<file path="src/rtl/piso_pkg.sv">
// Shared types and constants for the parallel-in/serial-out serializer.
package piso_pkg;

    typedef enum logic {
        StIdle,
        StShift
    } piso_state_e;

    localparam logic ORDER_LSB = 1'b0;
    localparam logic ORDER_MSB = 1'b1;

endpackage

</file>
<file path="src/rtl/piso_serializer.sv">
// Parallel-in/serial-out shift register with valid/ready load, per-word bit order,
// bit-rate enable and a one-cycle done pulse.
module piso_serializer
    import piso_pkg::*;
#(
    parameter int unsigned WIDTH = 8
) (
    input  logic             clk,
    input  logic             rst_n,
    input  logic             load_valid,
    output logic             load_ready,
    input  logic [WIDTH-1:0] p_in,
    input  logic             msb_first,
    input  logic             shift_en,
    output logic             s_out,
    output logic             s_valid,
    output logic             busy,
    output logic             done
);

    localparam int unsigned     CNT_W    = $clog2(WIDTH);
    localparam logic [CNT_W-1:0] CNT_LAST = CNT_W'(WIDTH - 1);

    piso_state_e      state_q, state_d;
    logic [WIDTH-1:0] sreg_q, sreg_d;
    logic [CNT_W-1:0] cnt_q, cnt_d;
    logic             order_q, order_d;
    logic             done_q, done_d;
    logic             last_bit;
    logic             accept;

    always_comb begin
        state_d  = state_q;
        sreg_d   = sreg_q;
        cnt_d    = cnt_q;
        order_d  = order_q;
        last_bit = (state_q == StShift) && shift_en && (cnt_q == CNT_LAST);
        done_d   = last_bit;

        load_ready = (state_q == StIdle) || last_bit;
        accept     = load_valid && load_ready;

        // A same-cycle accept overrides the last-bit return to idle (no gap).
        if (accept) begin
            sreg_d  = p_in;
            order_d = msb_first;
            cnt_d   = '0;
            state_d = StShift;
        end else if ((state_q == StShift) && shift_en) begin
            if (order_q == ORDER_MSB) begin
                sreg_d = {sreg_q[WIDTH-2:0], 1'b0};
            end else begin
                sreg_d = {1'b0, sreg_q[WIDTH-1:1]};
            end
            if (last_bit) begin
                cnt_d   = '0;
                state_d = StIdle;
            end else begin
                cnt_d = cnt_q + CNT_W'(1);
            end
        end
    end

    always_ff @(posedge clk or negedge rst_n) begin
        if (!rst_n) begin
            state_q <= StIdle;
            sreg_q  <= '0;
            cnt_q   <= '0;
            order_q <= ORDER_LSB;
            done_q  <= 1'b0;
        end else begin
            state_q <= state_d;
            sreg_q  <= sreg_d;
            cnt_q   <= cnt_d;
            order_q <= order_d;
            done_q  <= done_d;
        end
    end

    always_comb begin
        s_valid = (state_q == StShift);
        busy    = (state_q == StShift);
        done    = done_q;
        if (state_q == StShift) begin
            s_out = (order_q == ORDER_MSB) ? sreg_q[WIDTH-1] : sreg_q[0];
        end else begin
            s_out = 1'b0;
        end
    end

endmodule
</file>
<file path="config.mk">
export PLATFORM = sky130hd
export DESIGN_NAME = piso_serializer
export DESIGN_NICKNAME = d
export VERILOG_FILES = /design/src/rtl/piso_pkg.sv /design/src/rtl/piso_serializer.sv
export SDC_FILE = /design/constraint.sdc
export NUM_CORES = 1
export LEC_CHECK = 0
export BUFFER_PORTS_ARGS = -buffer_cell sky130_fd_sc_hd__buf_2
export CORE_AREA = 4 4 64 66
export DETAILED_ROUTE_END_ITERATION = 8
export DIE_AREA = 0 0 68 70
export GPL_TIMING_DRIVEN = 0
export PLACE_DENSITY = 0.47
export SLEW_MARGIN = 20
export SYNTH_ARGS = -nofsm -noshare
export SYNTH_HDL_FRONTEND = slang
export SYNTH_SLANG_ARGS = --single-unit
export TNS_END_PERCENT = 20
</file>
<file path="constraint.sdc">
create_clock -name clk -period 3.8 [get_ports clk]
set_clock_uncertainty 0.1 [all_clocks]
set_input_delay 0.76 -clock clk [delete_from_list [all_inputs] [get_ports clk]]
set_output_delay 0.76 -clock clk [all_outputs]
set_load 0.05 [all_outputs]
</file>
== Yosys cells after proc, flatten, opt, wreduce, memory -nomap -nowiden ==
Index checks and enable logic that the tools add are counted.
Word-level totals
  register bits after elaboration: 14
  bits in latches: 0
  RAM bits: 0
  memory bits (read-only): 0
  input bits: 13
  output and inout bits: 5
  logic and storage cells: 26
  memories kept: 0
Operators by class
  add/subtract/negate cells: 1
  $mul: 0
  divide/modulo/power cells: 0
  order comparisons: 0
  equality and inequality tests: 1
  shift-type cells: 0
  muxes and demuxes: 11
  bitwise gates (word level): 1
  reduce and logical (&&, ||, !) cells: 7
Operators by type and width (count)
  $mux W8: 3
  $mux W3: 3
  $mux W1: 5
  $reduce_bool A2 Y1: 2
  $add A3 B1 Y3 const B: 1
  $eq A3 B3 Y1 const B: 1
  $logic_and A1 B1 Y1: 3
  $reduce_and A2 Y1: 1
  $logic_or A1 B1 Y1: 1
  $not A1 Y1: 1

== Depth between registers and ports, before layout ==
  word-level depth: 6
  gate-level depth with buffers: 6
  gate-level depth less buffers: 5

== Worst setup path before layout ==
No wires, ideal clock.
  path kind: register -> output
  start: reg state_q, in the netlist busy
  end: out s_out
  arrival time: 1.713 ns
  required time: 2.940 ns
  setup slack: 1.227 ns
  cell stages (with the launch flop): 3
  buffers on the path: 1
  cells stage by stage: dfrtp_1 > clkbuf_1 > nor2b_1
Between the ends
  cells in the longest elaborated chain, start to end: 1
Ends and longest elaborated chain
  start: declaration: line piso_serializer.sv:24  | piso_state_e state_q, state_d;
  start signal: assignment: line piso_serializer.sv:66  | state_q <= StIdle;
  start signal: assignment: line piso_serializer.sv:72  | state_q <= state_d;
  $mux W1: line piso_serializer.sv:84  | if (state_q == StShift) begin
  end: declaration: line piso_serializer.sv:15  | output logic s_out,
No other way between the ends.

== Final worst setup path ==
  start: reg cnt_q[0]
  end: out load_ready
Between the ends
  cells in the longest elaborated chain, start to end: 3
Ends and longest elaborated chain
  start: declaration: line piso_serializer.sv:26  | logic [CNT_W-1:0] cnt_q, cnt_d;
  start signal: assignment: line piso_serializer.sv:74  | cnt_q <= cnt_d;
  $eq A3 B3 Y1: line piso_serializer.sv:37  | last_bit = (state_q == StShift) && shift_en && (cnt_q == CNT_LAST);
  $logic_and A1 B1 Y1: line piso_serializer.sv:37
  $logic_or A1 B1 Y1: line piso_serializer.sv:40  | load_ready = (state_q == StIdle) || last_bit;
  end: declaration: line piso_serializer.sv:11  | output logic load_ready,
No other way between the ends.

==> results.sh <==
export IMPL_wl_per_cell_um=11.9
export IMPL_outcome="complete, no violations"
export IMPL_slew_headroom=0.723
export IMPL_vdd_ir_drop_worst_v=0.000174
export IMPL_fin_util=0.264
export IMPL_synth_top_area_cell="dfrtp_1"
export IMPL_reg2reg_to="sreg_q[6]"
export IMPL_via_count=589
export IMPL_required_ns=2.94
export IMPL_cts_root_buf="clkbuf_4"
export IMPL_io_pins=18
export IMPL_powerDensity_nw_per_um2=671
export IMPL_pre_cts_ws_ns=1.62
export IMPL_finalSetupViolations=0
export IMPL_drt_iter0_drc=6
export IMPL_drive_above_1_share=0.355
export IMPL_use_met2=0.105
export IMPL_core_area_um2=3580
export IMPL_hpwl_mm=1.24
export IMPL_power_uw=633
export IMPL_clk_latency_ns=0.27
export IMPL_async_reset_ff_frac=1.00
export IMPL_synth_top_area_share=0.451
export IMPL_die_h_um=70
export IMPL_r2r_slack_ns=1.89
export IMPL_firstDrtPassIters=4
export IMPL_place_congestion=0.703
export IMPL_path_class="register to output port"
export IMPL_synth_edff_count=0
export IMPL_die_w_um=68
export IMPL_fin_crit_ns=2.46
export IMPL_leakagePower_nw=0.427
export IMPL_cts_tree="done"
export IMPL_hold_viol_final=0
export IMPL_postCtsHoldBufs=0
export IMPL_synth_fp_nets=88
export IMPL_post_cts_resized=0
export IMPL_muxShareOfSynthArea=0.209
export IMPL_synth_xor_xnor_area_share=0
export IMPL_synth_avg_cell_area_um2=10.6
export IMPL_arrival_ns=1.60
export IMPL_dominantRegCellSynth="dfrtp_1"
export IMPL_grt_setup_unrepaired="no"
export IMPL_netlist_instances=73
export IMPL_clkSinkCount=14
export IMPL_grt_max_degree=15
export IMPL_port_buffers=17
export IMPL_fmax_ghz=0.407
export IMPL_cts_setup_buffers=0
export IMPL_dieArea_um2=4760
export IMPL_nFillCells=408
export IMPL_n_antenna_cell=0
export IMPL_antenna_found_initial=0
export IMPL_area_growth_pct=21.6
export IMPL_hp_class="input pin to asynchronous set/reset pin"
export IMPL_ys_ff_latch=14
export IMPL_start_util=0.217
export IMPL_maxSlewViolCount=0
export IMPL_ant_nets=0
export IMPL_synth_fa_ha_area_frac=0.0322
export IMPL_cts_buffers=3
export IMPL_layout_nets=110
export IMPL_met3_usage=0.0113
export IMPL_crit_fanout=6
export IMPL_use_met1=0.109
export IMPL_critPathLaunchType="register"
export IMPL_synth_compound_area_frac=0.137
export IMPL_tns_ns=0
export IMPL_clk_pin_slew_ns=0.09
export IMPL_synth_area_leaders="dfrtp_1 (45%), a21oi_1 (10%), mux2i_1 (10%)"
export IMPL_maxCapViolations=0
export IMPL_fp_row_count=22
export IMPL_synthSimpleGateAreaFrac=0.124
export IMPL_vias_per_cell=4.18
export IMPL_grt_pass1_wl_mm=2.82
export IMPL_h_tree_depth=1
export IMPL_fin_crit_sh=0.646
export IMPL_setup_ws_ns=1.34
export IMPL_synth_top_family_by_area="multiplexers"
export IMPL_busiest_layer="met1"
export IMPL_r2r_cells=5
export IMPL_drt_drc_violations_left=0
export IMPL_end_kind="output port"
export IMPL_overflow=0
export IMPL_clock_path_buffers=2
export IMPL_grt_usage=0.0753
export IMPL_ys_warn_count=0
export IMPL_timing_rr_start="cnt_q[0]"
export IMPL_seq_area_frac_synth=0.451
export IMPL_tightestPinTransition_ns=0.416
export IMPL_drt_wl_total_mm=1.67
export IMPL_ys_types=23
export IMPL_synthesis_area_um2=777
export IMPL_grt_pass1_vias=618
## placed cells by master (no fill, tap or decap), drive strengths merged
| cell type | Yosys | layout |
|---|---|---|
| nand2 | 5 | 5 |
| nand2b | 1 | 1 |
| nand3 | 2 | 2 |
| o21ai | 2 | 2 |
| and4b | 1 | 1 |
| mux2i | 8 | 8 |
| and2 | 2 | 2 |
| nor2 | 2 | 2 |
| nor2b | 1 | 1 |
| clkbuf | 2 | 5 |
| a21oi | 16 | 16 |
| a21bo | 1 | 1 |
| and4 | 1 | 1 |
| ha | 2 | 2 |
| dfrtp | 14 | 14 |
| and3 | 1 | 1 |
| mux2 | 7 | 7 |
| buf | 4 | 21 |
| nand3b | 1 | 1 |
## final cells by class
cell class	count	area (µm²)	share of cell area
repair buffers	17	85.1	0.0901
multi-input cells	53	390	0.413
well taps	48	60.1	0.0636
plain buffers	6	36.3	0.0384
flip-flops and latches	14	350	0.371
clock buffers	3	22.5	0.0238
## state kept, by name (all words and copies together), names as in the netlist
register	cells
busy	1
cnt_q	3
sreg_q	8
done	1
order_q	1
## cell usage after synthesis, types with 2 or more instances
cell type / number
a21oi_1: 16
buf_2: 2
clkbuf_1: 2
dfrtp_1: 14
ha_1: 2
mux2_2: 6
mux2i_1: 8
nand2_1: 5
nand3_1: 2
nor2_1: 2
o21ai_1: 2
## power by group
part           internal [mW]  switching [mW]
Clock                 0.0367          0.0475
Combinational          0.139           0.155
Sequential             0.211          0.0441
## per-stage QoR
| step | hold WS, ns | area, µm² | instances |
|---|---|---|---|
| CTS | 0.283 | 945 | 141 |
| finish | 0.273 | 945 | 141 |
| global route | 0.279 | 945 | 141 |
| global placement | 0.409 | 922 | 138 |
| detailed placement | 0.418 | 922 | 138 |
| floorplan | 0.364 | 777 | 73 |
## worst max-delay path: stages (launching register included)
cell and delay [ns]:
dfrtp_1 0.41, ha_1 0.21, ha_1 0.23, a21bo_4 0.25, buf_2 0.21
## logic make-up (layout without fill, tap and decap cells)
kind of cell    count (synthesis)  after routing
simple gates                   17             17
fa+ha+maj                       2              2
compound gates                 19             19
mux                            15             15
flops                          14             14
buf+inv                         6             26
## worst max-delay path by stage
stage / from / to / cells after the start
floorplan: busy / s_out / 2
global placement: shift_en / load_ready / 3
detailed placement: shift_en / load_ready / 3
CTS: cnt_q[0] / load_ready / 4
global route: busy / s_out / 3
finish: cnt_q[0] / load_ready / 4
## metal layers
metal	part of all wire	vias up
met2	0.41	21
met3	0.050	2
met5	0	-
met4	0.016	0
li1	-	301
met1	0.52	265
(Power assumes the default switching activity.)
